**src/rtl/branch_resolve_unit_pkg.sv**
```systemverilog
// Shared types and constants for the EX-stage branch resolution unit.
package branch_resolve_unit_pkg;

    // Resolution FSM: IDLE resolves, FLUSH is the single-cycle flush slot.
    typedef enum logic [0:0] {
        BruIdle  = 1'b0,
        BruFlush = 1'b1
    } bru_state_e;

    // Sequential next-PC increment for a not-taken branch.
    localparam int unsigned PcIncr = 4;

    // One-hot conditional branch kind.
    typedef struct packed {
        logic beq;
        logic bne;
        logic blt;
        logic bge;
        logic bltu;
        logic bgeu;
    } br_kind_t;

endpackage

```
**src/rtl/branch_resolve_unit_comparator.sv**
```systemverilog
// Branch comparator: combinational (kind, rs1, rs2) -> taken.
module branch_resolve_unit_comparator
    import branch_resolve_unit_pkg::*;
#(
    parameter int unsigned XLEN = 32
) (
    input  br_kind_t        kind_i,
    input  logic [XLEN-1:0] rs1_i,
    input  logic [XLEN-1:0] rs2_i,
    output logic            taken_o
);

    logic eq;
    logic lt_s;
    logic lt_u;

    // Evaluate all three relations and select by the one-hot kind.
    always_comb begin
        eq      = (rs1_i == rs2_i);
        lt_s    = ($signed(rs1_i) < $signed(rs2_i));
        lt_u    = (rs1_i < rs2_i);
        taken_o = (kind_i.beq  &  eq)   |
                  (kind_i.bne  & ~eq)   |
                  (kind_i.blt  &  lt_s) |
                  (kind_i.bge  & ~lt_s) |
                  (kind_i.bltu &  lt_u) |
                  (kind_i.bgeu & ~lt_u);
    end

endmodule

```
**src/rtl/branch_resolve_unit.sv**
```systemverilog
// EX-stage branch resolution and flush controller.
// Optional perf counters are built only when BRU_PERF_CNT_EN is defined; otherwise the
// counter ports are tied to zero.
module branch_resolve_unit
    import branch_resolve_unit_pkg::*;
#(
    parameter int unsigned XLEN       = 32,
    parameter int unsigned PERF_CNT_W = 32
) (
    input  logic                  clk_i,
    input  logic                  rst_i,
    input  logic                  pl_stall_i,
    input  logic                  pl_stall_inner_i,
    input  logic                  b_type_i,
    input  logic                  beq_i,
    input  logic                  bne_i,
    input  logic                  blt_i,
    input  logic                  bge_i,
    input  logic                  bltu_i,
    input  logic                  bgeu_i,
    input  logic                  jalr_i,
    input  logic [XLEN-1:0]       pc_i,
    input  logic [XLEN-1:0]       imme_i,
    input  logic [XLEN-1:0]       rs1_data_i,
    input  logic [XLEN-1:0]       rs2_data_i,
    input  logic                  prediction_ex_i,
    input  logic [XLEN-1:0]       jalr_pc_predicted_ex_i,
    output logic                  corrected_result_o,
    output logic                  pl_flush_o,
    output logic [XLEN-1:0]       redirect_pc_o,
    output logic                  b_type_branch_failed_o,
    output logic                  beq_branch_failed_o,
    output logic                  bne_branch_failed_o,
    output logic                  blt_branch_failed_o,
    output logic                  bge_branch_failed_o,
    output logic                  bltu_branch_failed_o,
    output logic                  bgeu_branch_failed_o,
    output logic [XLEN-1:0]       pc_branch_filled_o,
    output logic                  b_type_result_branch_failed_o,
    output logic [PERF_CNT_W-1:0] mispredict_cnt_o,
    output logic [PERF_CNT_W-1:0] resolved_cnt_o
);

    bru_state_e      state_q;
    br_kind_t        kind;
    br_kind_t        kind_failed_q;
    logic            taken;
    logic            resolve_en;
    logic            b_mispredict;
    logic            j_mispredict;
    logic            mispredict;
    logic [XLEN-1:0] jalr_target;
    logic [XLEN-1:0] redirect_d;
    logic [XLEN-1:0] redirect_q;
    logic [XLEN-1:0] pc_failed_q;
    logic            flush_q;
    logic            b_failed_q;
    logic            result_failed_q;

    assign kind = '{beq: beq_i, bne: bne_i, blt: blt_i, bge: bge_i, bltu: bltu_i, bgeu: bgeu_i};

    branch_resolve_unit_comparator #(
        .XLEN (XLEN)
    ) u_cmp (
        .kind_i  (kind),
        .rs1_i   (rs1_data_i),
        .rs2_i   (rs2_data_i),
        .taken_o (taken)
    );

    // Mispredict detection and redirect target; EX input is wrong-path while flushing.
    always_comb begin
        corrected_result_o = b_type_i & taken & (state_q == BruIdle);
        resolve_en   = (b_type_i | jalr_i) & ~pl_stall_i & ~pl_stall_inner_i
                       & (state_q == BruIdle);
        jalr_target  = (rs1_data_i + imme_i) & ~XLEN'(1);
        b_mispredict = resolve_en & b_type_i & (corrected_result_o != prediction_ex_i);
        j_mispredict = resolve_en & jalr_i & ~b_type_i & (jalr_target != jalr_pc_predicted_ex_i);
        mispredict   = b_mispredict | j_mispredict;
        if (b_type_i) begin
            redirect_d = corrected_result_o ? (pc_i + imme_i) : (pc_i + XLEN'(PcIncr));
        end else begin
            redirect_d = jalr_target;
        end
    end

    // Resolution FSM with registered flush and rollback bundle (zero outside FLUSH).
    always_ff @(posedge clk_i or posedge rst_i) begin
        if (rst_i) begin
            state_q         <= BruIdle;
            flush_q         <= 1'b0;
            redirect_q      <= '0;
            b_failed_q      <= 1'b0;
            kind_failed_q   <= '0;
            pc_failed_q     <= '0;
            result_failed_q <= 1'b0;
        end else begin
            unique case (state_q)
                BruIdle: begin
                    if (mispredict) begin
                        state_q         <= BruFlush;
                        flush_q         <= 1'b1;
                        redirect_q      <= redirect_d;
                        b_failed_q      <= b_mispredict;
                        kind_failed_q   <= b_mispredict ? kind : '0;
                        pc_failed_q     <= pc_i;
                        result_failed_q <= prediction_ex_i;
                    end else begin
                        flush_q         <= 1'b0;
                        redirect_q      <= '0;
                        b_failed_q      <= 1'b0;
                        kind_failed_q   <= '0;
                        pc_failed_q     <= '0;
                        result_failed_q <= 1'b0;
                    end
                end
                BruFlush: begin
                    state_q         <= BruIdle;
                    flush_q         <= 1'b0;
                    redirect_q      <= '0;
                    b_failed_q      <= 1'b0;
                    kind_failed_q   <= '0;
                    pc_failed_q     <= '0;
                    result_failed_q <= 1'b0;
                end
                default: state_q <= BruIdle;
            endcase
        end
    end

    assign pl_flush_o                    = flush_q;
    assign redirect_pc_o                 = redirect_q;
    assign b_type_branch_failed_o        = b_failed_q;
    assign beq_branch_failed_o           = kind_failed_q.beq;
    assign bne_branch_failed_o           = kind_failed_q.bne;
    assign blt_branch_failed_o           = kind_failed_q.blt;
    assign bge_branch_failed_o           = kind_failed_q.bge;
    assign bltu_branch_failed_o          = kind_failed_q.bltu;
    assign bgeu_branch_failed_o          = kind_failed_q.bgeu;
    assign pc_branch_filled_o            = pc_failed_q;
    assign b_type_result_branch_failed_o = result_failed_q;

`ifdef BRU_PERF_CNT_EN
    logic [PERF_CNT_W-1:0] resolved_q;
    logic [PERF_CNT_W-1:0] mispred_q;

    // Saturating perf counters.
    always_ff @(posedge clk_i or posedge rst_i) begin
        if (rst_i) begin
            resolved_q <= '0;
            mispred_q  <= '0;
        end else begin
            if (resolve_en && (resolved_q != '1)) resolved_q <= resolved_q + 1'b1;
            if (mispredict && (mispred_q != '1))  mispred_q  <= mispred_q + 1'b1;
        end
    end

    assign resolved_cnt_o   = resolved_q;
    assign mispredict_cnt_o = mispred_q;
`else
    assign resolved_cnt_o   = '0;
    assign mispredict_cnt_o = '0;
`endif

endmodule

```
**config.mk**
```make
export PLATFORM = sky130hd
export DESIGN_NAME = branch_resolve_unit
export DESIGN_NICKNAME = d
export VERILOG_FILES = /design/src/rtl/branch_resolve_unit_pkg.sv /design/src/rtl/branch_resolve_unit_comparator.sv /design/src/rtl/branch_resolve_unit.sv
export SDC_FILE = /design/constraint.sdc
export NUM_CORES = 1
export LEC_CHECK = 0
export ABC_AREA = 0
export CAP_MARGIN = 20
export CORE_MARGIN = 4
export CORE_UTILIZATION = 60
export DETAILED_ROUTE_END_ITERATION = 10
export DONT_BUFFER_PORTS = 1
export PLACE_DENSITY_LB_ADDON = 0.2
export SYNTH_ARGS = -nofsm -noshare
export SYNTH_HDL_FRONTEND = slang
export SYNTH_SLANG_ARGS = --single-unit
```
**constraint.sdc**
```tcl
create_clock -name clk_i -period 3.66 [get_ports clk_i]
set_input_delay 0.366 -clock clk_i [delete_from_list [all_inputs] [get_ports clk_i]]
set_output_delay 0.366 -clock clk_i [all_outputs]
set_load 0.005 [all_outputs]
```
==> summary.txt <==
outcome - complete, no violations
sequential area share after synthesis - 20.75%
share of cells above drive strength 1 - 12.48%
FFs w/ async S/R, synth - 100.0%
most instantiated library cell after synthesis - ha_1
Clock Skew - 0.004969 ns
total CTS buffers - 9
H-Tree Depth - 3
placed inst area - 9399 um2
total gr overflow - 0
Worst-Margin Slew - 0.6116 ns
post-synth top area share - 20.75%
WS Path Type - in2reg
Final Setup Violations - 0
Adder-Cell Fraction of Synth Area - 13.81%
number of global-route vias before repair - 7545
final WL - 27510 um
row count - 44
port buffer count - 0
largest net degree at the start of global routing - 66
minimum clock period - 3.548 ns
Layout Utilization - 67.95%
total of max-cap violations - 0
headroom to the max-slew limit - 58.69%
highest net fanout along the worst path - 32
Final HPWL DP - 22980 um
Netlist Area Pre-Place - 8805 um2
Max clock buf depth - 2
First DRT Iteration DRCs - 778
Synth Register Bits - 73
final hold violation count - 0
xor/xnor cell area share of the yosys netlist - 12.75%
flop2flop setup slack - 1.34 ns
Final Max Slew Viols - 0
Pre-antenna DRT Iters - 6
CTS tree - built
first-pass GRT wire length - 41200 um
CTS root buffer - clkbuf_16
Die Width - 129.1 um
Mapped Avg Cell Area - 8.206 um2
die area - 16680 um2
Yosys cell types - 75
largest area contributor in the netlist - dfrtp_1
Ys Warns - 0
clock slew at reported path FFs - 0.05 ns
Tot Pwr - 0.003192 W
Worst Setup End Kind - register
EDFF count, synth - 0
static leakage - 4.768 nW
DIE HEIGHT - 129.1 um
vias per cell - 6.180
Critical path origin - imme_i[7]
Sink Count - 73
dominant cells by area after synthesis - dfrtp_1 21%, ha_1 13%, xnor2_1 6.2%, buf_4 5.5%, a21oi_1 5.1%
number of diodes - 0
Layout Nets - 1420
worst hold path class - in2reg
GPL Wtd Cong - 0.9870
post-route insts no fill - 1338
crit path capture - redirect_pc_o[3]
Placed Instances - 1318
Max Clock Freq - 0.2819 GHz
CP arrival - 3.74 ns
setup TNS - 0 ns
Initial Util - 60.81%
main combinational cell family by area after synthesis - compound AO/OA/AOI/OAI gates
wire per inst - 20.56 um
Mapped Cells - 1073
Peak supply drop - 0.2468 mV
startpoint types - primary input
Data required, critical path - 3.86 ns
PD cells - 324.5 nW/um2
Simple-Gate Fraction of Synth Area - 18.62%
routed via count - 8269
core area - 14480 um2
multiplexer area fraction after synthesis - 0.6821%
predominant post-synthesis flop cell - dfrtp_1
clock latency on the worst-skew pair - 0.33 ns
DRC errors left - 0
area delta synth->final - 11.74%
Overall Global Routing Usage - 31.21%
reg-to-reg startpoint - pl_flush_o
top post-synthesis cells by count - 94 x ha_1, 90 x a21oi_1, 78 x nor2_1, 73 x dfrtp_1, 69 x nand2_1
FF-to-FF path depth - 9
Synth Area in Compound Gates - 23.48%
final instance area - 9838 um2
initial antenna violation count - 0
Routed Antenna Nets - 0
Period Utilization, post-route - 96.93%
RR Endpoint - redirect_pc_o[30]
num ports - 311
## layout by cell type (no fill, tap or decap), drive strengths merged, types with 5 or more instances in the layout
cell type  instances
a2111oi            5
xnor2             62
nor3              15
inv               51
clkbuf            13
o211ai            10
conb              64
and4               9
xnor3              9
and2              14
nand2b             8
or3                6
and3              17
a211o              7
nor2              78
o21a              14
a211oi            21
a31oi             16
a21o              32
a22oi              7
o31ai              5
nand2             69
a21oi             91
a311oi             6
xor2              43
mux2i              6
nand3             30
buf              105
o21ai             39
o22ai              9
ha                94
nor2b             39
dfrtp             73
nand4             21
## layout make-up
| cell class | count | area [um2] |
|---|---|---|
| fillers | 1230 | 4641 |
| clock inverters | 2 | 37.54 |
| inverters | 52 | 195.2 |
| repair buffers | 107 | 864.6 |
| multi-input cells | 908 | 6417 |
| well taps | 184 | 230.2 |
| clock buffers | 12 | 266.5 |
| flip-flops and latches | 73 | 1827 |
## metal layers
| layer | wire length (um) | global-route usage [%] |
|---|---|---|
| met1 | 11950 | 45.64 |
| met2 | 11870 | 46.71 |
| met3 | 2830 | 5.771 |
| met4 | 863 | 9.759 |
| met5 | 0 | 0 |
## state kept, by name, summed over array words and instances (netlist names)
| register | count |
|---|---|
| blt_branch_failed_o | 1 |
| pl_flush_o | 1 |
| pc_branch_filled_o | 32 |
| bne_branch_failed_o | 1 |
| b_type_result_branch_failed_o | 1 |
| b_type_branch_failed_o | 1 |
| bgeu_branch_failed_o | 1 |
| redirect_pc_o | 32 |
| bge_branch_failed_o | 1 |
| bltu_branch_failed_o | 1 |
| beq_branch_failed_o | 1 |
## worst max-delay path, stage by stage
cell	delay, ns
ha_1	0.36
buf_4	0.17
a21o_1	0.18
a221oi_1	0.36
o21ai_2	0.19
xnor2_2	0.19
xnor2_1	0.14
a2111oi_1	0.40
nand4_1	0.24
nor4_2	0.27
nand4_1	0.18
a211oi_4	0.25
buf_4	0.19
buf_12	0.20
a211oi_1	0.06
## worst min path at each step
stage | cells after the start | endpoint | slack (ns) | start
detailed placement | 1 | redirect_pc_o[15] | 0.48 | b_type_i
global route | 1 | redirect_pc_o[13] | 0.14 | b_type_i
CTS | 1 | redirect_pc_o[27] | 0.14 | b_type_i
finish | 1 | redirect_pc_o[4] | 0.15 | b_type_i
floorplan | 1 | redirect_pc_o[2] | 0.48 | pc_i[2]
global placement | 1 | redirect_pc_o[4] | 0.47 | b_type_i
## power breakdown
group	switching, W	leakage, nW	internal, W
Combinational	0.000784	3.62	0.000659
Sequential	0.0000268	1.00	0.000853
Clock	0.000295	0.147	0.000575
## repair_timing
item,4_1_cts,5_1_grt
setup buffers,0,2
pin swaps,0,3
cloned,0,2
hold endpoints to repair,0,9
resized for setup,2,13
setup endpoints to repair,23,65
hold buffers,0,1
## stage by stage
step / setup WS (ns) / hold WS (ns)
floorplan: 0.07960 / 0.4796
global placement: -0.3477 / 0.4690
detailed placement: -0.3659 / 0.4764
CTS: 0.04529 / 0.1404
global route: -0.01660 / 0.1384
finish: 0.1122 / 0.1469
## kinds of logic (layout without fill, tap and decap cells)
kind of cell | count (synthesis) | after routing
AOI/OAI and AO/OA | 306 | 306
xor gates and xnor gates | 114 | 114
adders and majority gates | 96 | 96
muxes | 6 | 6
and+or+nand+nor | 322 | 322
other | 1 | 64
buffers and inverters | 155 | 173
DFF | 73 | 73
Power figures use the tool's default switching activity.
